==> config.mk <==
export PLATFORM = sky130hd
export DESIGN_NAME = lcd_fb_arbiter
export DESIGN_NICKNAME = d
export VERILOG_FILES = /design/src/rtl/lcd_pkg.sv /design/src/rtl/lcd_fetch_addr.sv /design/src/rtl/lcd_fb_arbiter.sv
export SDC_FILE = /design/constraint.sdc
export NUM_CORES = 1
export LEC_CHECK = 0
export CAP_MARGIN = 20
export CORE_ASPECT_RATIO = 0.75
export CORE_MARGIN = 2
export CORE_UTILIZATION = 30
export DETAILED_ROUTE_END_ITERATION = 8
export PLACE_DENSITY = 0.55
export SETUP_SLACK_MARGIN = 0.5
export SLEW_MARGIN = 40
export SYNTH_ARGS = -nofsm -noshare
export SYNTH_HDL_FRONTEND = slang
export SYNTH_SLANG_ARGS = --single-unit
export TNS_END_PERCENT = 50
==> constraint.sdc <==
create_clock -name CLK -period 8.6 [get_ports CLK]
set_clock_uncertainty 0.15 [all_clocks]
set_input_delay 1.72 -clock CLK [delete_from_list [all_inputs] [get_ports CLK]]
set_output_delay 1.72 -clock CLK [all_outputs]
set_load 0.02 [all_outputs]
==> src/rtl/lcd_pkg.sv <==
// Shared types and constants for the LCD framebuffer arbiter slice.
// Latency: n/a (declarations only).
// Backpressure: n/a.
package lcd_pkg;

  typedef enum logic [1:0] {
    IDLE = 2'd0,
    DISP = 2'd1,
    HOST = 2'd2
  } arb_state_t;

  localparam int DEF_ADDR_W = 22;
  localparam int DEF_DATA_W = 16;
  // {bank, word index[9:0]}
  localparam int LB_ADDR_W  = 11;

endpackage

==> src/rtl/lcd_fetch_addr.sv <==
// Display fetch address generator: line base multiply-add, word index and burst counters.
// Latency: start_addr is combinational from start_num; the counters update on the clock edge.
// Backpressure: only advances on word_ack, so it holds while the memory port stalls.
// Ports: line_start/start_num load a new line; word_ack steps idx/burst; cur_addr/next_addr
//        address the word in flight and the one after it; last/burst_end flag boundaries.
module lcd_fetch_addr
  import lcd_pkg::*;
#(
  parameter int          ADDR_W     = DEF_ADDR_W,
  parameter int          LINE_WORDS = 800,
  parameter int          BURST_LEN  = 16,
  parameter int unsigned FB_BASE    = 0
) (
  input  logic              CLK,
  input  logic              RST,
  input  logic              line_start,
  input  logic [9:0]        start_num,
  input  logic              word_ack,
  output logic [ADDR_W-1:0] start_addr,
  output logic [ADDR_W-1:0] cur_addr,
  output logic [ADDR_W-1:0] next_addr,
  output logic [9:0]        idx,
  output logic              last,
  output logic              burst_end
);

  logic [ADDR_W-1:0] base;
  logic [9:0]        bcnt;

  // Everything is truncated to ADDR_W, so addresses past the top of memory wrap silently.
  assign start_addr = ADDR_W'(FB_BASE) + ADDR_W'(start_num) * ADDR_W'(LINE_WORDS);
  assign cur_addr   = base + ADDR_W'(idx);
  assign next_addr  = base + ADDR_W'(idx) + ADDR_W'(1);
  assign last       = (idx == 10'(LINE_WORDS - 1));
  assign burst_end  = (bcnt == 10'(BURST_LEN - 1));

  always_ff @(posedge CLK or posedge RST) begin
    if (RST) begin
      base <= '0;
      idx  <= '0;
      bcnt <= '0;
    end else if (line_start) begin
      // A new line overrides any ack landing in the same cycle (abandon case).
      base <= start_addr;
      idx  <= '0;
      bcnt <= '0;
    end else if (word_ack) begin
      idx  <= idx + 10'd1;
      bcnt <= burst_end ? 10'd0 : bcnt + 10'd1;
    end
  end

endmodule

==> src/rtl/lcd_fb_arbiter.sv <==
// Shares one single-word framebuffer port between the LCD line fetcher and a host writer.
// Latency: line_req -> mem_req 1 cycle; lb_* 1 cycle after each read ack; line_done 1 after last lb_we.
// Backpressure: every transaction is held until mem_ack; host is held off by up to BURST_LEN reads.
// Ports: line_req/line_num from timing generator; host_* write port; mem_* to memory controller;
//        lb_* ping-pong line buffer write; line_done per completed line; underrun sticky flag.
module lcd_fb_arbiter
  import lcd_pkg::*;
#(
  parameter int          ADDR_W     = DEF_ADDR_W,
  parameter int          DATA_W     = DEF_DATA_W,
  parameter int          LINE_WORDS = 800,
  parameter int          BURST_LEN  = 16,
  parameter int          HOST_MAX   = 4,
  parameter int unsigned FB_BASE    = 0
) (
  input  logic                 CLK,
  input  logic                 RST,
  input  logic                 line_req,
  input  logic [9:0]           line_num,
  input  logic                 host_req,
  input  logic [ADDR_W-1:0]    host_addr,
  input  logic [DATA_W-1:0]    host_wdata,
  output logic                 host_ack,
  output logic                 mem_req,
  output logic                 mem_we,
  output logic [ADDR_W-1:0]    mem_addr,
  output logic [DATA_W-1:0]    mem_wdata,
  input  logic                 mem_ack,
  input  logic [DATA_W-1:0]    mem_rdata,
  output logic                 lb_we,
  output logic [LB_ADDR_W-1:0] lb_addr,
  output logic [DATA_W-1:0]    lb_wdata,
  output logic                 line_done,
  output logic                 underrun
);

  arb_state_t        state, state_nx;
  logic              pend, line_act, bank, done_d1;
  logic [9:0]        pend_num, new_num, f_idx;
  logic [7:0]        hcnt;
  logic              new_line, d_ack;
  logic              hold, start, rd_nxt, rd_res, wr;
  logic [ADDR_W-1:0] f_start_addr, f_cur_addr, f_next_addr;
  logic              f_last, f_burst_end;

  assign host_ack = mem_ack & (state == HOST);
  assign d_ack    = mem_ack & mem_req & (state == DISP);
  // A fresh line_req always beats an older latched one.
  assign new_line = line_req | pend;
  assign new_num  = line_req ? line_num : pend_num;

  lcd_fetch_addr #(
    .ADDR_W    (ADDR_W),
    .LINE_WORDS(LINE_WORDS),
    .BURST_LEN (BURST_LEN),
    .FB_BASE   (FB_BASE)
  ) u_fetch (
    .CLK       (CLK),
    .RST       (RST),
    .line_start(start),
    .start_num (new_num),
    .word_ack  (d_ack),
    .start_addr(f_start_addr),
    .cur_addr  (f_cur_addr),
    .next_addr (f_next_addr),
    .idx       (f_idx),
    .last      (f_last),
    .burst_end (f_burst_end)
  );

  // Decisions are only taken at word boundaries: no request outstanding, or its ack cycle.
  always_comb begin
    state_nx = state;
    hold     = 1'b0;
    start    = 1'b0;
    rd_nxt   = 1'b0;
    rd_res   = 1'b0;
    wr       = 1'b0;
    case (state)
      IDLE: begin
        if (new_line) begin
          state_nx = DISP;
          start    = 1'b1;
        end else if (host_req) begin
          state_nx = HOST;
          wr       = 1'b1;
        end
      end
      DISP: begin
        if (!mem_ack) begin
          hold = 1'b1;
        end else if (new_line) begin
          start = 1'b1;
        end else if (f_last) begin
          state_nx = IDLE;
        end else if (f_burst_end && host_req) begin
          state_nx = HOST;
          wr       = 1'b1;
        end else begin
          rd_nxt = 1'b1;
        end
      end
      HOST: begin
        if (mem_req) begin
          if (!mem_ack) begin
            hold = 1'b1;
          end else if (new_line) begin
            state_nx = DISP;
            start    = 1'b1;
          end else if (hcnt == 8'(HOST_MAX - 1)) begin
            state_nx = line_act ? DISP : IDLE;
            rd_res   = line_act;
          end
          // Otherwise drop mem_req for a cycle: the host only presents its next word
          // the cycle after host_ack, so it cannot be issued on the ack edge.
        end else if (new_line) begin
          state_nx = DISP;
          start    = 1'b1;
        end else if (host_req) begin
          wr = 1'b1;
        end else begin
          state_nx = line_act ? DISP : IDLE;
          rd_res   = line_act;
        end
      end
      default: state_nx = IDLE;
    endcase
  end

  always_ff @(posedge CLK or posedge RST) begin
    if (RST) begin
      state     <= IDLE;
      mem_req   <= 1'b0;
      mem_we    <= 1'b0;
      mem_addr  <= '0;
      mem_wdata <= '0;
      lb_we     <= 1'b0;
      lb_addr   <= '0;
      lb_wdata  <= '0;
      done_d1   <= 1'b0;
      line_done <= 1'b0;
      bank      <= 1'b0;
      underrun  <= 1'b0;
      pend      <= 1'b0;
      pend_num  <= '0;
      line_act  <= 1'b0;
      hcnt      <= '0;
    end else begin
      state <= state_nx;

      if (start) begin
        mem_req  <= 1'b1;
        mem_we   <= 1'b0;
        mem_addr <= f_start_addr;
      end else if (rd_nxt) begin
        mem_req  <= 1'b1;
        mem_we   <= 1'b0;
        mem_addr <= f_next_addr;
      end else if (rd_res) begin
        mem_req  <= 1'b1;
        mem_we   <= 1'b0;
        mem_addr <= f_cur_addr;
      end else if (wr) begin
        mem_req   <= 1'b1;
        mem_we    <= 1'b1;
        mem_addr  <= host_addr;
        mem_wdata <= host_wdata;
      end else if (!hold) begin
        mem_req <= 1'b0;
        mem_we  <= 1'b0;
      end

      if (state != HOST)
        hcnt <= '0;
      else if (host_ack && mem_req)
        hcnt <= hcnt + 8'd1;

      lb_we <= d_ack;
      if (d_ack) begin
        lb_addr  <= {bank, f_idx};
        lb_wdata <= mem_rdata;
      end

      // line_done trails the final lb_we by one cycle; the bank flips with it.
      done_d1   <= d_ack & f_last;
      line_done <= done_d1;
      bank      <= bank ^ done_d1;

      if (start)
        line_act <= 1'b1;
      else if (d_ack && f_last)
        line_act <= 1'b0;

      pend <= start ? 1'b0 : (pend | line_req);
      if (line_req)
        pend_num <= line_num;

      underrun <= underrun | (line_req & (pend | line_act));
    end
  end

endmodule

After elaboration in Yosys (flattened, before gate mapping):

Cells that the tools add are included.

* add/subtract/negate cells: 5
* multiply operators: 1
* equal/unequal tests: 14
* multiplexer cells: 64
* bitwise gates (word level): 12
* reductions and logical operators: 10

Operators by type and width (count)
* 22-bit two-way mux: 4
* 10-bit two-way mux: 6
* 1-bit two-way mux: 36
* 2-bit two-way mux: 12
* 22-bit by 1-bit adder with 22-bit output, second input constant: 1
* 20-bit by 10-bit adder with 21-bit output: 1
* 10-bit by 1-bit adder with 10-bit output, second input constant: 2
* 8-bit two-way mux: 2
* 10-bit by 5-bit multiplier with 15-bit output, second input constant: 1
* 10-bit equality test, second input constant: 1
* 10-bit by 4-bit equality test with 1-bit output, second input constant: 1
* 8-bit by 1-bit adder with 8-bit output, second input constant: 1
* 8-bit by 2-bit equality test with 1-bit output, second input constant: 1
* 7-bit AND reduction: 1
* 2-bit != test, second input constant: 3
* 3-bit != test, second input constant: 2
* 1-bit one-hot mux with 3 select lines: 2
* 2-bit one-hot mux with 3 select lines: 1
* 2-bit nonzero test: 3
* 1-bit bitwise AND: 5
* 5-bit by 1-bit != test with 1-bit output, second input constant: 1
* 4-bit by 3-bit != test with 1-bit output, second input constant: 1
* 4-bit != test, second input constant: 1
* 4-bit AND reduction: 1
* 10 further kinds: 16

* flip-flop bits (word level): 129
* bits of input ports: 69
* output and inout bits: 71
* logic and storage cells: 125

Logic depth before layout (Yosys ltp):

* depth in word-level cells: 11
* mapped depth: 16
* depth with buffers taken out: 15

Cells and area by module:

From an unflattened synthesis, not the netlist that was laid out.

* cells, all modules: 746
* area, all modules: 8020.2 µm²

Modules (own cells, without submodules)
* lcd_fb_arbiter: times used 1, cells an instance 345, area an instance 4403.0 µm², sequential area each 2352.3 µm²
* lcd_fetch_addr: times used 1, cells an instance 401, area an instance 3617.2 µm², sequential area each 875.8 µm²

Worst setup path after synthesis:

OpenSTA, ideal clock, no wires.

* path type: input to register
* from: in line_req
* to: reg mem_addr[19]
* library setup time: 0.142 ns
* data arrival time: 5.124 ns
* data required time: 8.308 ns
* slack: 3.184 ns
* stages on the path: 14
* buffers on the path: 1
* cells stage by stage: buf_1 > mux2_2 > ha_1 > ha_1 > fa_1 > ha_1 > a21oi_1 > o211ai_1 > o41ai_1 > o21ai_0 > xnor2_1 > nor2_1 > a31oi_1 > a31oi_1

* elaborated cells between the ends (all ways): 24
* classes of those cells: mul (1); mux (21); bitwise (1); reduce/logical (1)

RTL lines
* start: declaration: line lcd_fb_arbiter.sv:18 `input logic line_req,`
* 10-bit two-way mux
* net new_num[3]: line lcd_fb_arbiter.sv:39 `logic [9:0] pend_num, new_num, f_idx;`
* 10-bit by 5-bit multiplier with 15-bit output: line lcd_fetch_addr.sv:31 `assign start_addr = ADDR_W'(FB_BASE) + ADDR_W'(start_num) * ADDR_W'(LINE_WORDS);`
* 22-bit two-way mux: line lcd_fb_arbiter.sv:151 `if (start) begin`
* end signal: assignment: line lcd_fb_arbiter.sv:154 `mem_addr <= f_start_addr;`
* end signal: assignment: line lcd_fb_arbiter.sv:158 `mem_addr <= f_next_addr;`
* end signal: assignment: line lcd_fb_arbiter.sv:162 `mem_addr <= f_cur_addr;`
* end: declaration: line lcd_fb_arbiter.sv:26 `output logic [ADDR_W-1:0] mem_addr,`

The timed path passes the listed nets, and every way through them passes these cells.
A chain may end at the register's enable or synchronous reset.

Worst setup path after layout:

Same ends and word-level chain as after synthesis.

==> flow_summary_export.csv <==
group,metric,value,unit
synth,syn_avg_cell_area,9.460,um2
placed_design,io_buffers,139,
clock_tree,hold_buffers,0,
sta,finalHoldViolations,0,
synth,synth_nets,924,
grt,use_met1,24.28,%
grt,grtUsageMet3,5.392,%
clock_tree,cts_made_buffers,17,
placed_design,place_ws,2.396,ns
worst_setup_path,critPathArrivalTime,5.92,ns
floorplan,die_h,141.7,um
sta,fin_ws,2.832,ns
layout,insertedDiodeCount,0,
route,drc,0,
sta,setup_violations,0,
grt,grt_max_degree,67,
pwr,leakage,4.371,nW
worst_setup_path,cp-start-kind,"input pin",
placed_design,place_inst,1254,
sta,rsz0062_at_grt,"false",
sta,relSlewSlack,45.53,%
clock_tree,path_clk_slew,0.06,ns
clock_tree,cts_resized,0,
synth,synth_top_family_by_area,"simple AND/OR/NAND/NOR gates",
route,drt_iter0_drc,357,
sta,period_share,67.07,%
floorplan,die-area,26590,um2
job,max-cap-violations,0,
pwr,p_per_area,327.9,nW/um2
pwr,peakVddDrop,0.0001837,V
floorplan,start_util,30.47,%
synth,synth_simple_gate_area_share,20.51,%
synth,ys.flop_type,"dfrtp_1",
grt,top_usage_layer,"met1",
worst_setup_path,path_max_fanout,13,
route,wl_per_cell,16.51,um
worst_setup_path,crit_path_end_kind,"flip-flop",
worst_setup_path,crit_required,8.76,ns
sta,fmax,173.4,MHz
grt,grt_pass1_wl,34.37,mm
synth,synth_compound_area_share,13.90,%
grt,overflow,0,
worst_setup_path,path_common_cell,"ha_1",
synth,synth_xor_area_share,5.079,%
layout,area_growth,31.15,%
synth,synth_edf_count,0,
worst_setup_path,critPathSlowestCell,"clkdlybuf4s50_1",
grt,grt_use_total,16.50,%
synth,synth_common_cells,"nand2_1, dfrtp_1, nor2_1, ha_1, o21ai_0",
clock_tree,clockRootBuffer,"clkbuf_16",
placed_design,dp_hpwl,15.13,mm
clock_tree,clock_sinks,129,
clock_tree,cts_tree,"done",
synth,synthMuxAreaShare,5.409,%
synth,synth_fa_ha_area_share,9.334,%
layout,instances_no_fill,1286,
floorplan,rows,50,
route,routed_wl,21.23,mm
synth,ys_seq_elements,129,
synth,yosys.area.top_type_share,42.55,%
synth,syn_inst,802,
synth,syn_area,7587,um2
synth,synth_top_area_cell,"dfrtp_1",
outcome,outcome,"complete, no violations",
sta,tns,0,ns
worst_setup_path,critPathKind,"in -> reg",
worst_setup_path,critPathMaxStageDelay,0.85,ns
clock_tree,clk_latency,0.43,ns
floorplan,core,24900,um2
worst_setup_path,crit_chain,"clkdlybuf4s50_1, mux2_2, ha_1, ha_1, fa_1, ha_1, a21oi_1, o211ai_1, o41ai_1, o21ai_0, xnor2_1, nor2_1, a31oi_1, a31oi_1",
clock_tree,clk_path_buf_depth,2,
floorplan,io_pins,140,
synth,yosysWarnings,0,
route,vias,6372,
pwr,finalPower,0.003263,W
layout,layout-drive-gt1-share,9.494,%
grt,grt_pass1_vias,6104,
synth,yosysSeqAreaShare,42.55,%
placed_design,place_congestion,0.8390,
layout,fin_nets,1057,
synth,yosysMostFrequentCell,"nand2_1",
synth,yosys-top-cells-area,"dfrtp_1, ha_1, nand2_1",
sta,drv_slew,0,
min_path,holdCritPathClass,"reg -> reg",
sta,tightest_slew,0.8068,ns
grt,grt_use_met2,22.98,%
synth,synth_cell_types,69,
clock_tree,h-tree-depth,4,
grt,antenna_found_initial,1,
route,antenna_left,0,
route,dr.pass1.iters,5,
placed_design,post_dp_cell_area,9348,um2
synth,synthArstFlopShare,100.0,%
clock_tree,postCtsSetupBuffers,0,
layout,final_area,9951,um2
floorplan,fp.dieW,187.6,um
sta,finalCriticalPeriod,5.768,ns
route,avgViaCountPerCell,4.955,
## registers in the layout (all words and copies together), names as in the netlist
register,flops
state,2
u_fetch.base,15
pend,1
bank,1
lb_wdata,16
mem_wdata,16
lb_addr,11
line_act,1
pend_num,10
mem_addr,22
underrun,1
done_d1,1
u_fetch.bcnt,10
line_done,1
mem_we,1
lb_we,1
hcnt,8
mem_req,1
u_fetch.idx,10
## kinds of logic after synthesis
| kind of cell | Yosys count |
|---|---|
| buffers and inverters | 58 |
| adders and majority gates | 53 |
| muxes | 34 |
| and+or+nand+nor | 328 |
| DFF | 129 |
| xor gates and xnor gates | 44 |
| AOI/OAI and AO/OA | 156 |
## worst paths after layout
path                       cells past startpoint              end  slack (ns)        start
setup / recovery                              14     mem_addr[19]        2.83     line_req
hold / removal                                 0        line_done        0.28      done_d1
setup reg to reg                              13     mem_addr[19]        4.78  pend_num[3]
hold reg to reg                                0        line_done        0.28      done_d1
max in group asynchronous                      3       lb_addr[7]        5.67          RST
min in group asynchronous                      2  u_fetch.bcnt[0]        1.61          RST
## metrics by stage
step	util (%)	hold slack, ns
2_1_floorplan	-	0.2215
3_3_place_gp	37.49	0.2607
3_5_place_dp	37.54	0.2696
4_1_cts	39.96	0.2857
5_1_grt	39.96	0.2832
6_report	39.96	0.2784
## metal layers
layer,vias to the layer above,wire [um]
met1,3068,10720
li1,3090,-
met2,185,8645
met3,27,1540
met4,2,311
met5,-,13
## worst max-delay path: cells and delay by family
family | cells | cell delay, ns
buf+inv | 1 | 0.85
compound gates | 6 | 1.21
simple gates | 1 | 0.07
xor+xnor | 1 | 0.17
fa+ha+maj | 4 | 1.46
mux | 1 | 0.45
## layout make-up
class / instances / area, um2
flip-flops and latches: 129 / 3228
repair buffers: 148 / 1463
fillers: 2532 / 14950
clock buffers: 18 / 439.2
clock inverters: 14 / 163.9
multi-input cells: 615 / 4139
well taps: 338 / 422.9
inverters: 24 / 95.09
## cell usage in the layout, fill, tap and decap left out, types with 4 or more instances in the layout
cell,netlist,layout
and2_1,11,11
o221ai_1,4,4
mux2_2,16,16
nor2b_1,5,5
a211oi_1,6,5
nor2_1,59,59
mux2i_1,8,8
nor4b_1,5,5
fa_1,6,6
nand2_1,151,151
o211ai_1,5,5
nand4_1,9,9
and3_1,12,12
mux2_4,10,10
xnor2_1,24,24
clkinv_2,0,5
buf_4,0,8
nand3_1,34,34
inv_1,23,22
a21oi_1,36,36
or2_2,6,6
xor2_1,20,20
o31ai_1,5,5
dfrtp_1,129,129
o21a_1,8,8
clkbuf_16,0,17
a21o_1,6,6
a31oi_1,8,8
nand2b_1,5,5
clkdlybuf4s50_1,0,139
nor3_1,11,11
o21ai_0,41,41
ha_1,47,47
## power breakdown
group / total (W) / internal, W / switching [W]
logic: 0.00157 / 0.000660 / 0.000907
registers: 0.000942 / 0.000796 / 0.000146
clock network: 0.000754 / 0.000462 / 0.000292
total: 0.00326 / 0.00192 / 0.00134
(Power assumes the default switching activity.)
